### src/rtl/hazard_ctrl.sv
// Decode-stage hazard controller for the 5-stage RISC-V pipeline.
// Each cycle it decides whether fetch/decode advance, stall (load-use),
// freeze (data memory busy) or get squashed (taken branch/jal). It also
// keeps a saturating count of cycles in which the PC was held or decode
// was bubbled.
module hazard_ctrl #(
  parameter int FLUSH_CYCLES = 1,
  parameter int CNT_W        = 16
) (
  input  logic             clk,
  input  logic             rst,
  input  logic [31:0]      id_inst,
  input  logic             ex_MemRead,
  input  logic [4:0]       ex_rd,
  input  logic             branch_taken,
  input  logic             mem_busy,
  output logic             pc_write,
  output logic             if_id_write,
  output logic             if_id_flush,
  output logic             id_ex_write,
  output logic             Control_on,
  output logic [CNT_W-1:0] stall_count
);

  typedef enum logic [1:0] {RUN, FLUSH, MEM_WAIT} state_t;

  localparam logic [2:0] FLUSH_RELOAD = 3'(FLUSH_CYCLES - 1);

  localparam logic [6:0] OP_LUI    = 7'b0110111;
  localparam logic [6:0] OP_AUIPC  = 7'b0010111;
  localparam logic [6:0] OP_JAL    = 7'b1101111;
  localparam logic [6:0] OP_RTYPE  = 7'b0110011;
  localparam logic [6:0] OP_STORE  = 7'b0100011;
  localparam logic [6:0] OP_BRANCH = 7'b1100011;

  state_t           state_q, state_d;
  logic [2:0]       flush_cnt_q, flush_cnt_d;
  logic [CNT_W-1:0] stall_count_q, stall_count_d;
  // Low from reset until the first clock edge after release; while low the
  // outputs keep their reset values and no state advances.
  logic             active_q;

  logic [6:0] opcode;
  logic [4:0] rs1, rs2;
  logic       rs1_used, rs2_used, load_use, in_flush;
  logic       unused_inst_bits;

  assign opcode           = id_inst[6:0];
  assign rs1              = id_inst[19:15];
  assign rs2              = id_inst[24:20];
  assign unused_inst_bits = ^{id_inst[31:25], id_inst[14:7]};

  // Source-register usage decode and load-use detection.
  always_comb begin
    rs1_used = !((opcode == OP_LUI) || (opcode == OP_AUIPC) || (opcode == OP_JAL));
    rs2_used = (opcode == OP_RTYPE) || (opcode == OP_STORE) || (opcode == OP_BRANCH);
    load_use = ex_MemRead && (ex_rd != 5'd0) &&
               ((rs1_used && (rs1 == ex_rd)) || (rs2_used && (rs2 == ex_rd)));
  end

  // A freeze that interrupted a squash window resumes it directly in the
  // cycle memory becomes ready, so MEM_WAIT with a pending count acts as FLUSH.
  assign in_flush = (state_q == FLUSH) || ((state_q == MEM_WAIT) && (flush_cnt_q != 3'd0));

  // Next-state and output decode, priority mem_busy > branch > squash > load-use.
  always_comb begin
    state_d     = state_q;
    flush_cnt_d = flush_cnt_q;
    pc_write    = 1'b1;
    if_id_write = 1'b1;
    if_id_flush = 1'b0;
    id_ex_write = 1'b1;
    Control_on  = 1'b1;
    if (mem_busy) begin
      pc_write    = 1'b0;
      if_id_write = 1'b0;
      id_ex_write = 1'b0;
      state_d     = MEM_WAIT;
    end else if (branch_taken) begin
      if_id_flush = 1'b1;
      Control_on  = 1'b0;
      if (FLUSH_CYCLES > 1) begin
        flush_cnt_d = FLUSH_RELOAD;
        state_d     = FLUSH;
      end else begin
        flush_cnt_d = 3'd0;
        state_d     = RUN;
      end
    end else if (in_flush) begin
      if_id_flush = 1'b1;
      Control_on  = 1'b0;
      flush_cnt_d = flush_cnt_q - 3'd1;
      state_d     = (flush_cnt_q == 3'd1) ? RUN : FLUSH;
    end else begin
      state_d = RUN;
      if (load_use) begin
        pc_write    = 1'b0;
        if_id_write = 1'b0;
        Control_on  = 1'b0;
      end
    end
    if (rst || !active_q) begin
      pc_write    = 1'b0;
      if_id_write = 1'b0;
      if_id_flush = 1'b1;
      id_ex_write = 1'b0;
      Control_on  = 1'b0;
    end
  end

  // Saturating stall counter; only functional cycles are counted.
  always_comb begin
    stall_count_d = stall_count_q;
    if (active_q && (!pc_write || !Control_on) && (stall_count_q != {CNT_W{1'b1}})) begin
      stall_count_d = stall_count_q + 1'b1;
    end
  end

  // State registers with asynchronous reset.
  always_ff @(posedge clk or posedge rst) begin
    if (rst) begin
      state_q       <= RUN;
      flush_cnt_q   <= 3'd0;
      stall_count_q <= '0;
      active_q      <= 1'b0;
    end else begin
      active_q <= 1'b1;
      if (active_q) begin
        state_q       <= state_d;
        flush_cnt_q   <= flush_cnt_d;
        stall_count_q <= stall_count_d;
      end
    end
  end

  assign stall_count = stall_count_q;

endmodule

### config.mk
export PLATFORM = sky130hd
export DESIGN_NAME = hazard_ctrl
export DESIGN_NICKNAME = d
export VERILOG_FILES = /design/src/rtl/hazard_ctrl.sv
export SDC_FILE = /design/constraint.sdc
export NUM_CORES = 1
export LEC_CHECK = 0
export BUFFER_PORTS_ARGS = -buffer_cell sky130_fd_sc_hd__buf_2
export CORE_UTILIZATION = 40
export CTS_BUF_LIST = sky130_fd_sc_hd__clkbuf_16
export DETAILED_ROUTE_END_ITERATION = 12
export MAX_ROUTING_LAYER = met4
export PLACE_DENSITY = 0.82
export RECOVER_POWER = 25
export SYNTH_ARGS = -nofsm -noshare
export SYNTH_HDL_FRONTEND = slang
export SYNTH_SLANG_ARGS = --single-unit
### constraint.sdc
create_clock -name clk -period 2.15 [get_ports clk]
set_clock_uncertainty 0.15 [all_clocks]
set_input_delay 0.215 -clock clk [delete_from_list [all_inputs] [get_ports clk]]
set_output_delay 0.215 -clock clk [all_outputs]
set_load 0.01 [all_outputs]
======== Yosys cells after proc, flatten, opt, wreduce, memory -nomap -nowiden ========
Index checks and enable logic that the tools add are counted.
operators by class
  bitwise logic cells ..................... 1
  equal/unequal tests ..................... 12
  reduce and logical (&&, ||, !) cells .... 24
  multiplexer cells ....................... 21
  $add $sub $neg .......................... 2
operators with widths
  operator                 count
  $eq A7 B6 Y1 const B     3
  $mux W1                  18
  $add A16 B1 Y16 const B  1
  $ne A16 B16 Y1 const B   1
  $eq A7 B7 Y1 const B     2
  $eq A5 B5 Y1             2
  $logic_or A1 B1 Y1       8
  $eq A7 B5 Y1 const B     1
  $logic_and A1 B1 Y1      7
  $mux W3                  2
  $reduce_bool A5 Y1       1
  $logic_not A1 Y1         4
  $eq A3 B1 Y1 const B     1
  $reduce_and A3 Y1        1
  $reduce_bool A3 Y1       1
  $sub A3 B1 Y3 const B    1
  $eq A2 B1 Y1 const B     1
  $eq A2 B2 Y1 const B     1
  $mux W2                  1
  $reduce_and A2 Y1        1
  $reduce_bool A2 Y1       1
  $not A1 Y1               1
word-level totals
  flip-flop bits (word level) ............. 22
  output and inout port bits .............. 21
  logic and storage cells ................. 64

======== Longest topological paths before layout ========
  word-level depth ........................ 17
  depth in mapped cells ................... 9
  depth with buffers taken out ............ 8

======== Worst setup path before layout ========
Ideal clock, no wire load.
  kind .................................... register -> register
  from .................................... reg flush_cnt_q[0]
  to ...................................... reg stall_count_q[1], in the netlist stall_count[1]
  data required time ...................... 1.872 ns
  clock period less this slack ............ 2.082 ns
  library setup time ...................... 0.128 ns
  cell stages (with the launch flop) ...... 9
  arrival ................................. 1.804 ns
  slack ................................... 0.068 ns
  cells stage by stage .................... dfrtp_1 -> inv_1 -> ha_1 -> nand2b_1 -> a211oi_2 -> nand2_1 -> nor3_2 -> nor2_1 -> mux2_1
between the ends
  cells in the longest elaborated chain, start to end .. 12
  elaborated cells between the ends (all ways) .. 17
  those cells by class .................... mux: 8; reduce/logical: 9
RTL lines
  element                                 line  text
  from (decl)                             37    logic [2:0] flush_cnt_q, flush_cnt_d;
  from (signal assigned)                  130   flush_cnt_q <= flush_cnt_d;
  $reduce_bool A3 Y1 (*)                  63    assign in_flush = (state_q == FLUSH) || ((state_q == MEM_WAIT) && (flush_cnt_q != 3'd0));
  $logic_and A1 B1 Y1 (*)                 63
  $logic_or A1 B1 Y1 (*)                  63
  $mux W1                                 89    end else if (in_flush) begin
  $mux W1                                 79    end else if (branch_taken) begin
  $mux W1                                 74    if (mem_busy) begin
  $mux W1                                 102   if (rst || !active_q) begin
  $logic_not A1 Y1                        114   if (active_q && (!pc_write || !Control_on) && (stall_count_q != {CNT_W{1'b1}})) begin
  $logic_or A1 B1 Y1 (*)                  114
  $logic_and A1 B1 Y1 (*) (2 in a row)    114
  $reduce_and A2 Y1 (no source line) (*)  n/a
  to (signal assigned)                    131   stall_count_q <= stall_count_d;
  to (decl)                               38    logic [CNT_W-1:0] stall_count_q, stall_count_d;
Every way passes the cells marked *; elsewhere a longest branch is shown, timed or not.
A chain may end at the register's enable or synchronous reset.

======== Final worst setup path ========
  from .................................... reg flush_cnt_q[0]
  to ...................................... reg stall_count_q[11], in the netlist stall_count[11]
The elaborated chain is that of the path after synthesis.

==> results.md <==
Final layout:
- The final net count is roughly 260.
- The cell area after layout is 1980 µm².
- The number of inserted diodes is 0.
- In the final layout, the share of cells above drive strength 1 is roughly two fifths.
- Relative to the synthesized area, the layout overhead comes to 40.4%.

Die:
- The horizontal die dimension is between 60 and 70 µm.
- The number of cell rows is 21.
- In this run the vertical extent of the chip is 61.3 µm.
- In this run the standard cell core region covers 3360 µm².
- For this configuration, the core starts out at a cell density of 41.9%.
- The die covers 3760 µm².
- The number of I/O pins is 63.

Placed design:
- The number of I/O port buffers is 47.
- The half-perimeter wire length after detailed placement is approximately 2400 µm.
- The routability congestion estimate is about 0.84.
- The cell area reported after detailed placement is between 1500 and 2000 µm².

STA:
- The number of pins with negative max-slew slack in the final report is 0.
- The worst path in the final design needs a cycle of between 2 and 2.5 ns, including I/O delays and setup.
- The post-route clock period utilization is 95.4%.
- Based on the critical path, the design can be clocked at up to between 400 and 500 MHz.
- Setup violations remaining at the end of the flow were counted as 0.
- The worst pin sits at a relative slew slack of a little under a quarter.
- The final hold violation count was 0.
- The accumulated negative setup slack is 0 ns.
- Setup repair after global routing could not meet its margin everywhere.
- The pin slew with the least headroom to its limit is ~1.2 ns.

Routing:
- The first detailed-routing pass ran for 4 iterations.
- The via total after detailed routing is 1344.
- The number of antenna-violating nets in the routed design is 0.
- The detailed router put a total of approximately 1500 µm of wire on met1.
- The wire length reported by the detailed router is between 3000 and 4000 µm.
- The DRC violation total after the first TritonRoute iteration is 35.
- For this run, design rule violations remaining after detail routing come to 0.
- The routed design uses 1710 µm of met2 wire.
- In the final routed layout, each cell accounts on average for around 13 µm.
- Wire segments on met3 add up to ~110 µm in the final route.
- The vias per cell is ~5.
- The top metal layer carrying routed signals is met4.

Synth:
- The synthesis warning total is 0.
- After synthesis, the mean cell area works out to between 9 and 10 µm².
- The area share of the largest cell type after synthesis is 39.1%.
- The number of synthesized flops with an enable pin is 0.
- The total nets after synthesis is roughly 200.
- Synthesis inferred 22 register bits.
- The synthesized netlist cell count is 149.
- By count the netlist is led by dfrtp_1, xor2_1, nand2_1, nand3_1, nor2_1.
- The cell type with the highest aggregate area in the netlist is dfrtp_1.
- For this run, asynchronously set or reset flops after synthesis account for 100%.
- In the synthesized netlist the dominant register cell turns out to be dfrtp_1.
- The most frequent cell after synthesis is dfrtp_1.
- The mapped netlist covers 1410 µm².
- Ranked by total cell area, the synthesized netlist is headed by dfrtp_1, xor2_1, xnor2_1.
- The unique cell type count in the Yosys netlist is 37.
- Sequential cells were found to cover 39.1% of the synthesized design area.

Job:
- Max-cap violations in this run came to 0.

Worst setup path:
- The arrival time reported for the critical path endpoint is between 2 and 2.5 ns.
- The worst-path maximum fanout is 7.
- The kind of start point of the critical path is a flip-flop.
- The category of the worst setup path capture point is a flip-flop.
- For the worst setup path, the data required time is between 2 and 2.5 ns.
- The worst setup path is of the reg2reg kind.

Global route:
- The via count of the first global-routing pass is 1192.
- The global-route wire length before repair is around 5200 µm.
- The pin count of the biggest net entering global routing is 23.
- Global routing used a little under a fifth of the available tracks.
- The initial antenna violation count was 0.
- Summed over all layers, the global routing overflow is 0.

Clocking:
- The later-pin clock latency in the skew report is ~0.26 ns.
- The number of CTS-inserted buffers is 3.
- The clock slew seen by the registers of the worst setup and hold paths is approximately 0.060 ns.
- CTS placed an instance of clkbuf_16 at the clock tree root.
- The clock passes through at most 2 buffers.
- CTS built an H-tree with a depth of 1.
- CTS saw 22 sinks.
- The CTS tree is built.

Power and ir drop:
- The areal power density over the cells is 752 nW/µm².
- The worst vdd rail ir drop is ~0.00043 V.
- For this design the static power due to leakage is 0.000987 µW.

Run status:
- The run finished with clean final reports.

Hold path:
- In this run the worst hold path is classified as in2reg.
-- state kept, by name, summed over array words and instances, names as in the netlist --
name / cells
active_q: 1
flush_cnt_q: 3
stall_count: 16
state_q: 2
-- critical path, cell delays in order, from the launching register on --
cell and delay [ns]:
dfrtp_1 0.37, inv_1 0.07, ha_1 0.14, nand2b_1 0.09, a211oi_2 0.22, nand2_1 0.13, nor3_4 0.19, buf_6 0.16
and4bb_2 0.24, xor2_1 0.20
-- metrics by stage --
stage / util, % / total power [µW] / worst slack, ns / cells / hold slack (ns)
final: 58.8 / 1490 / 0.0987 / 262 / 0.0511
after global routing: 58.8 / 1580 / -0.0191 / 262 / 0.0821
after CTS: 56.5 / 1470 / 0.00423 / 256 / 0.0519
after detailed placement: 52.6 / 950 / -0.0303 / 251 / 0.158
after global placement: 52.6 / 942 / 0.00794 / 251 / 0.158
after floorplan: - / 775 / 0.0683 / 149 / 0.0627
-- cell families after synthesis --
family	synth area share, %
simple gates	29.6
xor+xnor	14.9
flops	39.1
compound gates	6.84
buf+inv	3.29
fa+ha+maj	3.56
mux	2.40
other cells	0.266
-- power breakdown --
group / total [µW] / switching [µW] / leakage (µW) / internal (µW)
sequential: 563 / 82.0 / 0.000287 / 481
combinational: 404 / 215 / 0.000648 / 189
clock: 519 / 149 / 0.0000511 / 370
total: 1490 / 446 / 0.000987 / 1040
-- final timing paths --
kind | start | slack [ns] | cells after the start | endpoint
min in group asynchronous | rst | 0.77 | 4 | stall_count[7]$_DFFE_PP0P_
hold reg to reg | stall_count[12]$_DFFE_PP0P_ | 0.36 | 1 | stall_count[12]$_DFFE_PP0P_
setup reg to reg | flush_cnt_q[0]$_DFFE_PP0P_ | 0.1 | 9 | stall_count[11]$_DFFE_PP0P_
hold / removal | branch_taken | 0.05 | 2 | flush_cnt_q[2]$_DFFE_PP0P_
setup / recovery | flush_cnt_q[0]$_DFFE_PP0P_ | 0.1 | 9 | stall_count[11]$_DFFE_PP0P_
max in group asynchronous | rst | 0.39 | 4 | stall_count[15]$_DFFE_PP0P_
-- layout make-up --
class,instances,area [µm²]
fillers,286,1390
multi-input cells,118,853
flip-flops and latches,22,551
repair buffers,67,392
clock buffers,3,75.1
well taps,46,57.6
clock inverters,1,30.0
inverters,5,18.8
-- what timing repair did --
action,4_1_cts,5_1_grt
pin swaps,0,3
resized for setup,3,7
setup buffers,0,6
hold buffers,1,0
endpoints found under the setup margin,3,13
endpoints found under the hold margin,22,0
-- cell usage in the layout (no fill, tap or decap), drive strengths merged, types with 4 or more instances in the layout --
cell,n
xor2,17
nor2,8
nand4,4
nor4,9
nand3,12
o21ai,6
nor3,7
xnor2,7
nor2b,5
clkbuf,4
inv,5
nand2,15
dfrtp,22
buf,65
ha,4
-- per-layer routing --
layer,global-route usage [%],vias to the layer above
met4,8.77,0
li1,-,659
met3,2.52,10
met1,24.6,634
met2,29.8,41
met5,-,-
(Power assumes the default switching activity.)
